## src/rtl/riscv_pkg.sv

```systemverilog
// Shared types for the single-cycle RISC-V core front end.
// Optional: INSTR_FETCH_MISALIGN_TRAP_EN adds the FAULT fetch state.
package riscv_pkg;

  localparam logic [31:0] NOP_INSTR = 32'h0000_0013;

  typedef enum logic [1:0] {
    PC_SEQ    = 2'b00,
    PC_TARGET = 2'b01,
    PC_JALR   = 2'b10
  } pc_sel_e;

  typedef enum logic [1:0] {
    FETCH = 2'b00,
    HOLD  = 2'b01
`ifdef INSTR_FETCH_MISALIGN_TRAP_EN
    ,
    FAULT = 2'b10
`endif
  } fetch_state_e;

endpackage

```

## src/rtl/next_pc_calc.sv

```systemverilog
// Next-PC adders, jalr mask, select mux and misalign detect.
// Select code 11 is reserved and falls back to sequential.
module next_pc_calc
  import riscv_pkg::*;
(
  input  logic [31:0] pc,
  input  logic [1:0]  pc_sel,
  input  logic [31:0] imm_ext,
  input  logic [31:0] alu_result,
  output logic [31:0] pc_plus4,
  output logic [31:0] next_pc,
  output logic        misaligned
);

  logic [31:0] pc_target;
  logic [31:0] jalr_target;

  assign pc_plus4    = pc + 32'd4;
  assign pc_target   = pc + imm_ext;
  assign jalr_target = alu_result & ~32'h1;

  // Pick the retire target; anything unrecognised is sequential.
  always_comb begin
    next_pc = pc_plus4;
    unique case (1'b1)
      (pc_sel == PC_TARGET): next_pc = pc_target;
      (pc_sel == PC_JALR):   next_pc = jalr_target;
      default:               next_pc = pc_plus4;
    endcase
  end

  assign misaligned = |next_pc[1:0];

endmodule

```

## src/rtl/instr_fetch.sv

```systemverilog
// Fetch stage: holds PC, fetches over a ready handshake, holds instr.
// Optional: INSTR_FETCH_MISALIGN_TRAP_EN traps misaligned targets.
module instr_fetch
  import riscv_pkg::*;
#(
  parameter logic [31:0] RESET_PC = 32'h0000_0000
) (
  input  logic        clk,
  input  logic        rst,
  input  logic        pc_src0,
  input  logic        pc_src1,
  input  logic [31:0] imm_ext,
  input  logic [31:0] alu_result,
  input  logic        instr_ack,
  output logic        imem_req,
  output logic [31:0] imem_addr,
  input  logic        imem_ready,
  input  logic [31:0] imem_rdata,
  output logic [31:0] instr,
  output logic        instr_valid,
  output logic [31:0] pc,
  output logic [31:0] pc_plus4,
  output logic        fetch_fault
);

  fetch_state_e state_q, state_d;

  logic [31:0] pc_q;
  logic [31:0] instr_q;
  logic        valid_q;
  logic [31:0] next_pc;
  logic [31:0] pc_retire;
  logic        misaligned;
  logic        retire;

  next_pc_calc u_next_pc (
    .pc         (pc_q),
    .pc_sel     ({pc_src1, pc_src0}),
    .imm_ext    (imm_ext),
    .alu_result (alu_result),
    .pc_plus4   (pc_plus4),
    .next_pc    (next_pc),
    .misaligned (misaligned)
  );

  assign retire = (state_q == HOLD) && instr_ack;

`ifdef INSTR_FETCH_MISALIGN_TRAP_EN
  logic fault_q;

  assign pc_retire   = next_pc;
  assign fetch_fault = fault_q;
`else
  assign pc_retire   = misaligned ? {next_pc[31:2], 2'b00} : next_pc;
  assign fetch_fault = 1'b0;
`endif

  // State register.
  always_ff @(posedge clk) begin
    if (rst) state_q <= FETCH;
    else     state_q <= state_d;
  end

  // Next state and memory request.
  always_comb begin
    state_d  = state_q;
    imem_req = 1'b0;
    case (state_q)
      FETCH: begin
        imem_req = 1'b1;
        if (imem_ready) state_d = HOLD;
      end
      HOLD: begin
        if (instr_ack) begin
          state_d = FETCH;
`ifdef INSTR_FETCH_MISALIGN_TRAP_EN
          if (misaligned) state_d = FAULT;
`endif
        end
      end
`ifdef INSTR_FETCH_MISALIGN_TRAP_EN
      FAULT: state_d = FAULT;
`endif
      default: state_d = FETCH;
    endcase
  end

  // Capture fetched word; advance PC on retire.
  always_ff @(posedge clk) begin
    if (rst) begin
      pc_q    <= RESET_PC;
      instr_q <= NOP_INSTR;
      valid_q <= 1'b0;
    end else begin
      if (state_q == FETCH && imem_ready) begin
        instr_q <= imem_rdata;
        valid_q <= 1'b1;
      end
      if (retire) begin
        pc_q    <= pc_retire;
        valid_q <= 1'b0;
      end
    end
  end

`ifdef INSTR_FETCH_MISALIGN_TRAP_EN
  // Sticky fault flag; only reset clears it.
  always_ff @(posedge clk) begin
    if (rst)                      fault_q <= 1'b0;
    else if (retire && misaligned) fault_q <= 1'b1;
  end
`endif

  assign imem_addr   = pc_q;
  assign pc          = pc_q;
  assign instr       = instr_q;
  assign instr_valid = valid_q;

endmodule

```

## config.mk

```make
export PLATFORM = sky130hd
export DESIGN_NAME = instr_fetch
export DESIGN_NICKNAME = d
export VERILOG_FILES = /design/src/rtl/riscv_pkg.sv /design/src/rtl/next_pc_calc.sv /design/src/rtl/instr_fetch.sv
export SDC_FILE = /design/constraint.sdc
export NUM_CORES = 1
export LEC_CHECK = 0
export ABC_AREA = 1
export BUFFER_PORTS_ARGS = -buffer_cell sky130_fd_sc_hd__buf_2
export CAP_MARGIN = 20
export CORE_UTILIZATION = 25
export DETAILED_ROUTE_END_ITERATION = 8
export PLACE_DENSITY = 0.56
export SKIP_CTS_REPAIR_TIMING = 1
export SLEW_MARGIN = 5
export SYNTH_ARGS = -nofsm -noshare
export SYNTH_HDL_FRONTEND = slang
export SYNTH_SLANG_ARGS = --single-unit
```

## constraint.sdc

```tcl
create_clock -name clk -period 2 [get_ports clk]
set_input_delay 0.4 -clock clk [delete_from_list [all_inputs] [get_ports clk]]
set_output_delay 0.4 -clock clk [all_outputs]
set_load 0.03 [all_outputs]
```

### Word level (Yosys, flattened, before mapping)

Index checks and enable logic that the tools add are counted.

* bits in read-only memories: 0
* input bits: 102
* flip-flop bits (word level): 67
* output and inout port bits: 131
* bits in writable memories: 0
* word-level logic and storage cells: 23
* memories kept: 0
* latch bits: 0

* add/sub/neg operators: 2
* bitwise gates (word level): 0
* divide/modulo/power cells: 0
* $lt $le $gt $ge: 0
* multiplexer cells: 6
* reduce and logical (&&, ||, !) cells: 6
* multipliers: 0
* equality and inequality tests: 5
* shifts and indexed selects: 0

Operator list (count)
* 32-bit case mux with 2 select lines: 1
* 32-bit by 3-bit adder with 32-bit output (second input constant): 1
* 32-bit adder: 1
* 2-bit 2-to-1 mux: 3
* 2-bit by 1-bit == test with 1-bit output (second input constant): 2
* 2-bit inequality test (second input constant): 2
* 2-bit case mux with 2 select lines: 1
* 2-bit OR reduction: 2
* 2-bit == test (second input constant): 1
* 1-bit logical AND: 2
* 2-bit logical NOT: 1
* 2-bit AND reduction: 1
* 1-bit 2-to-1 mux: 1

### Longest topological paths before layout

* depth in word-level cells: 4
* depth in mapped cells: 15
* gate-level depth less buffers: 15

### By module

Synthesis repeated with hierarchy kept, for this count alone.

* cell total of the unflattened synthesis: 1168
* area, all modules: 6658.9 um^2

Modules (own cells, without submodules)
* next_pc_calc: cells each 777, instances 1, seq. area each 0.0 um^2, area each 3766.1 um^2
* instr_fetch: cells each 391, instances 1, seq. area each 1321.3 um^2, area each 2892.8 um^2

### Least setup slack after synthesis

No wires, ideal clock.

* path kind: register -> output
* start point: reg pc_q[2] (netlist: imem_addr[2])
* end point: out pc_plus4[18]
* buffers on the path: 0
* path slack: -0.359 ns
* stages on the path, launching flop included: 7
* required time: 1.600 ns
* arrival time: 1.959 ns
* cell sequence: dfxtp_1 > ha_1 > nand3_2 > nor3_4 > inv_1 > nor2_1 > xor2_1

* cells in the longest elaborated chain, start to end: 1

RTL lines
* start: declaration: line instr_fetch.sv:28 `logic [31:0] pc_q;`
* start signal: assignment: line instr_fetch.sv:100 `pc_q <= pc_retire;`
* 32-bit by 3-bit adder with 32-bit output: line next_pc_calc.sv:18 `assign pc_plus4 = pc + 32'd4;`
* end: declaration: line instr_fetch.sv:22 `output logic [31:0] pc_plus4,`

No other way between the ends.

### Final worst setup path

* start point: reg pc_q[14] (netlist: imem_addr[14])
* end point: out pc_plus4[22]

Same word-level chain as after synthesis.

==> flow_summary.json <==
{
  "ant_nets": 0,
  "tns_ns": -5.79,
  "antenna_found_initial": 1,
  "post-route-drc-count": 0,
  "first_pass_iters": 6,
  "cts_root_buf": "clkbuf_16",
  "syn2layout_area_growth_pct": 69.2,
  "die_x_um": 159,
  "design_power_total_mw": 5.19,
  "final_max_slew_viol_count": 0,
  "status": "finished, violations left",
  "wl_um": 26100,
  "grt_pass1_vias": 7351,
  "syn_area_per_cell_um2": 5.78,
  "report.final.hold_viol_count": 0,
  "cp.required_ns": 1.60,
  "dp.cells": 1702,
  "slew_headroom_pct": 35.5,
  "path_class": "flip-flop to output port",
  "fin_worst_skew_ns": 0.00701,
  "yosysSeqAreaShare_pct": 21.4,
  "insertion_delay_ns": 0.34,
  "grt_max_degree": 34,
  "violations": "setup timing",
  "cp-start-kind": "flip-flop",
  "tightest_slew_ns": 0.967,
  "clk_pin_slew_ns": 0.05,
  "routedWlPerCell_um": 15.0,
  "fmax_mhz": 421,
  "drv_cap": 0,
  "fin_ws_ns": -0.374,
  "synth.cell_area_mm2": 0.00618,
  "rows": 57,
  "finalNetCount": 1548,
  "grt_pass1_wl_um": 38000,
  "synthArstFlopShare_pct": 0,
  "h-tree-depth": 3,
  "fin_crit_sh_pct": 119,
  "synth_seq_cells": 66,
  "routabilityCongestion": 0.907,
  "fp.dieH_um": 159,
  "io_pins": 233,
  "mostFrequentLayoutCells": "nand2_1 (266), buf_2 (205), buf_4 (152)",
  "numCtsBuffers": 9,
  "post-dp-hpwl_um": 20400,
  "drive_gt1_share_pct": 47.2,
  "clock_path_buffers": 2,
  "drt_iter0_drc": 349,
  "p_leak_nw": 5.65,
  "num_vias": 7974,
  "path_max_fanout": 4,
  "period_needed_ns": 2.37,
  "instances_no_fill": 1741,
  "numClockSinks": 66,
  "syn_inst": 1069,
  "end_kind": "output port",
  "p_per_area_mw_per_mm2": 497,
  "synth_warnings": 0,
  "synth_cell_type_count": 43,
  "grt_overflow": 0,
  "synth_edf_count": 0,
  "synth_fp_nets": 1206,
  "grt_use_total_pct": 19.2,
  "ir_drop_mv": 0.349,
  "arrival_ns": 1.97,
  "post-route-util_pct": 43.1,
  "setup_viol": 23,
  "hold_path_depth": 3,
  "layout_commonest_cell": "nand2_1",
  "port_buffers": 229,
  "reg2reg_depth": 12,
  "dieArea_mm2": 0.0253,
  "synthFlopType": "dfxtp_1",
  "core_area_mm2": 0.0242,
  "via_per_inst": 4.58,
  "cts_tree": "done",
  "min_path_type": "input port to flip-flop",
  "initial_utilization_pct": 25.5,
  "rsz0062_at_grt": "true"
}
-- area by class of cell --
cell class / count / area, um^2
Multi-Input combinational cell: 801 / 5170
Tap cell: 324 / 405
Sequential cell: 66 / 1390
Antenna cell: 1 / 2.50
Timing Repair Buffer: 393 / 2590
Fill cell: 2513 / 13800
Inverter: 140 / 542
Clock buffer: 12 / 256
Clock inverter: 4 / 97.6
-- sequential cells by signal, summed over array words and instances, names as in the netlist --
name,flops
instr_valid,1
instr,32
state_q,1
imem_addr,32
-- synth_stat cells, types with 11 or more instances --
cell      count  share of area (%)
nor3_1       13                1.1
inv_1       139                8.4
clkbuf_1     24                1.5
dfxtp_1      66                 21
nor2_1      140                8.5
o211ai_1     11                1.3
ha_1         34                6.9
nand3_1      54                4.4
nand2_1     346                 21
o21ai_0      65                5.3
xor2_1       17                2.4
buf_4        36                4.4
a21oi_1      59                4.8
-- path summary, 6_finish.rpt --
| check | endpoint | from | slack [ns] |
|---|---|---|---|
| worst min register to register | instr[4] | instr[4] | 0.47 |
| worst max register to register | imem_addr[9] | imem_addr[2] | 0.02 |
| worst min-delay path | instr[1] | imem_rdata[1] | 0.28 |
| worst max-delay path | pc_plus4[22] | imem_addr[14] | -0.37 |
-- cells by family after synthesis --
logic type	count (synthesis)	synth area share, %
other cells	1	0.0607
fa+ha+maj	35	7.21
flops	66	21.4
compound gates	153	13.3
xor+xnor	20	2.96
buf+inv	202	14.6
simple gates	592	40.5
-- per-stage QoR --
step | cell area [um^2] | setup slack [ns] | hold WS, ns
after floorplan | 6280 | -0.0119 | 0.520
after global placement | 8530 | -0.288 | 0.436
after detailed placement | 8530 | -0.304 | 0.448
after CTS | 8890 | -0.504 | 0.270
after global routing | 10400 | -0.456 | 0.279
final | 10400 | -0.374 | 0.283
-- report_power, final --
group | total, mW | leakage, nW | internal, mW | switching (mW)
registers | 1.47 | 0.558 | 1.39 | 0.0802
logic | 1.81 | 4.93 | 0.699 | 1.11
clock network | 1.91 | 0.169 | 1.29 | 0.623
-- worst max-delay path, cell delays in order (launching register included) --
cell and delay [ns]:
dfxtp_4 0.37, clkinvlp_4 0.14, buf_4 0.19, nor3_4 0.19, nand2_1 0.14, nor2_2 0.12, nand2_2 0.08, xor2_2 0.24
buf_6 0.17
-- layer usage --
layer	track usage, %	wire length (um)
met5	0	0
met4	7.30	724
met3	3.31	1420
met2	32.8	12600
met1	24.0	11300
Power figures use the tool's default switching activity.
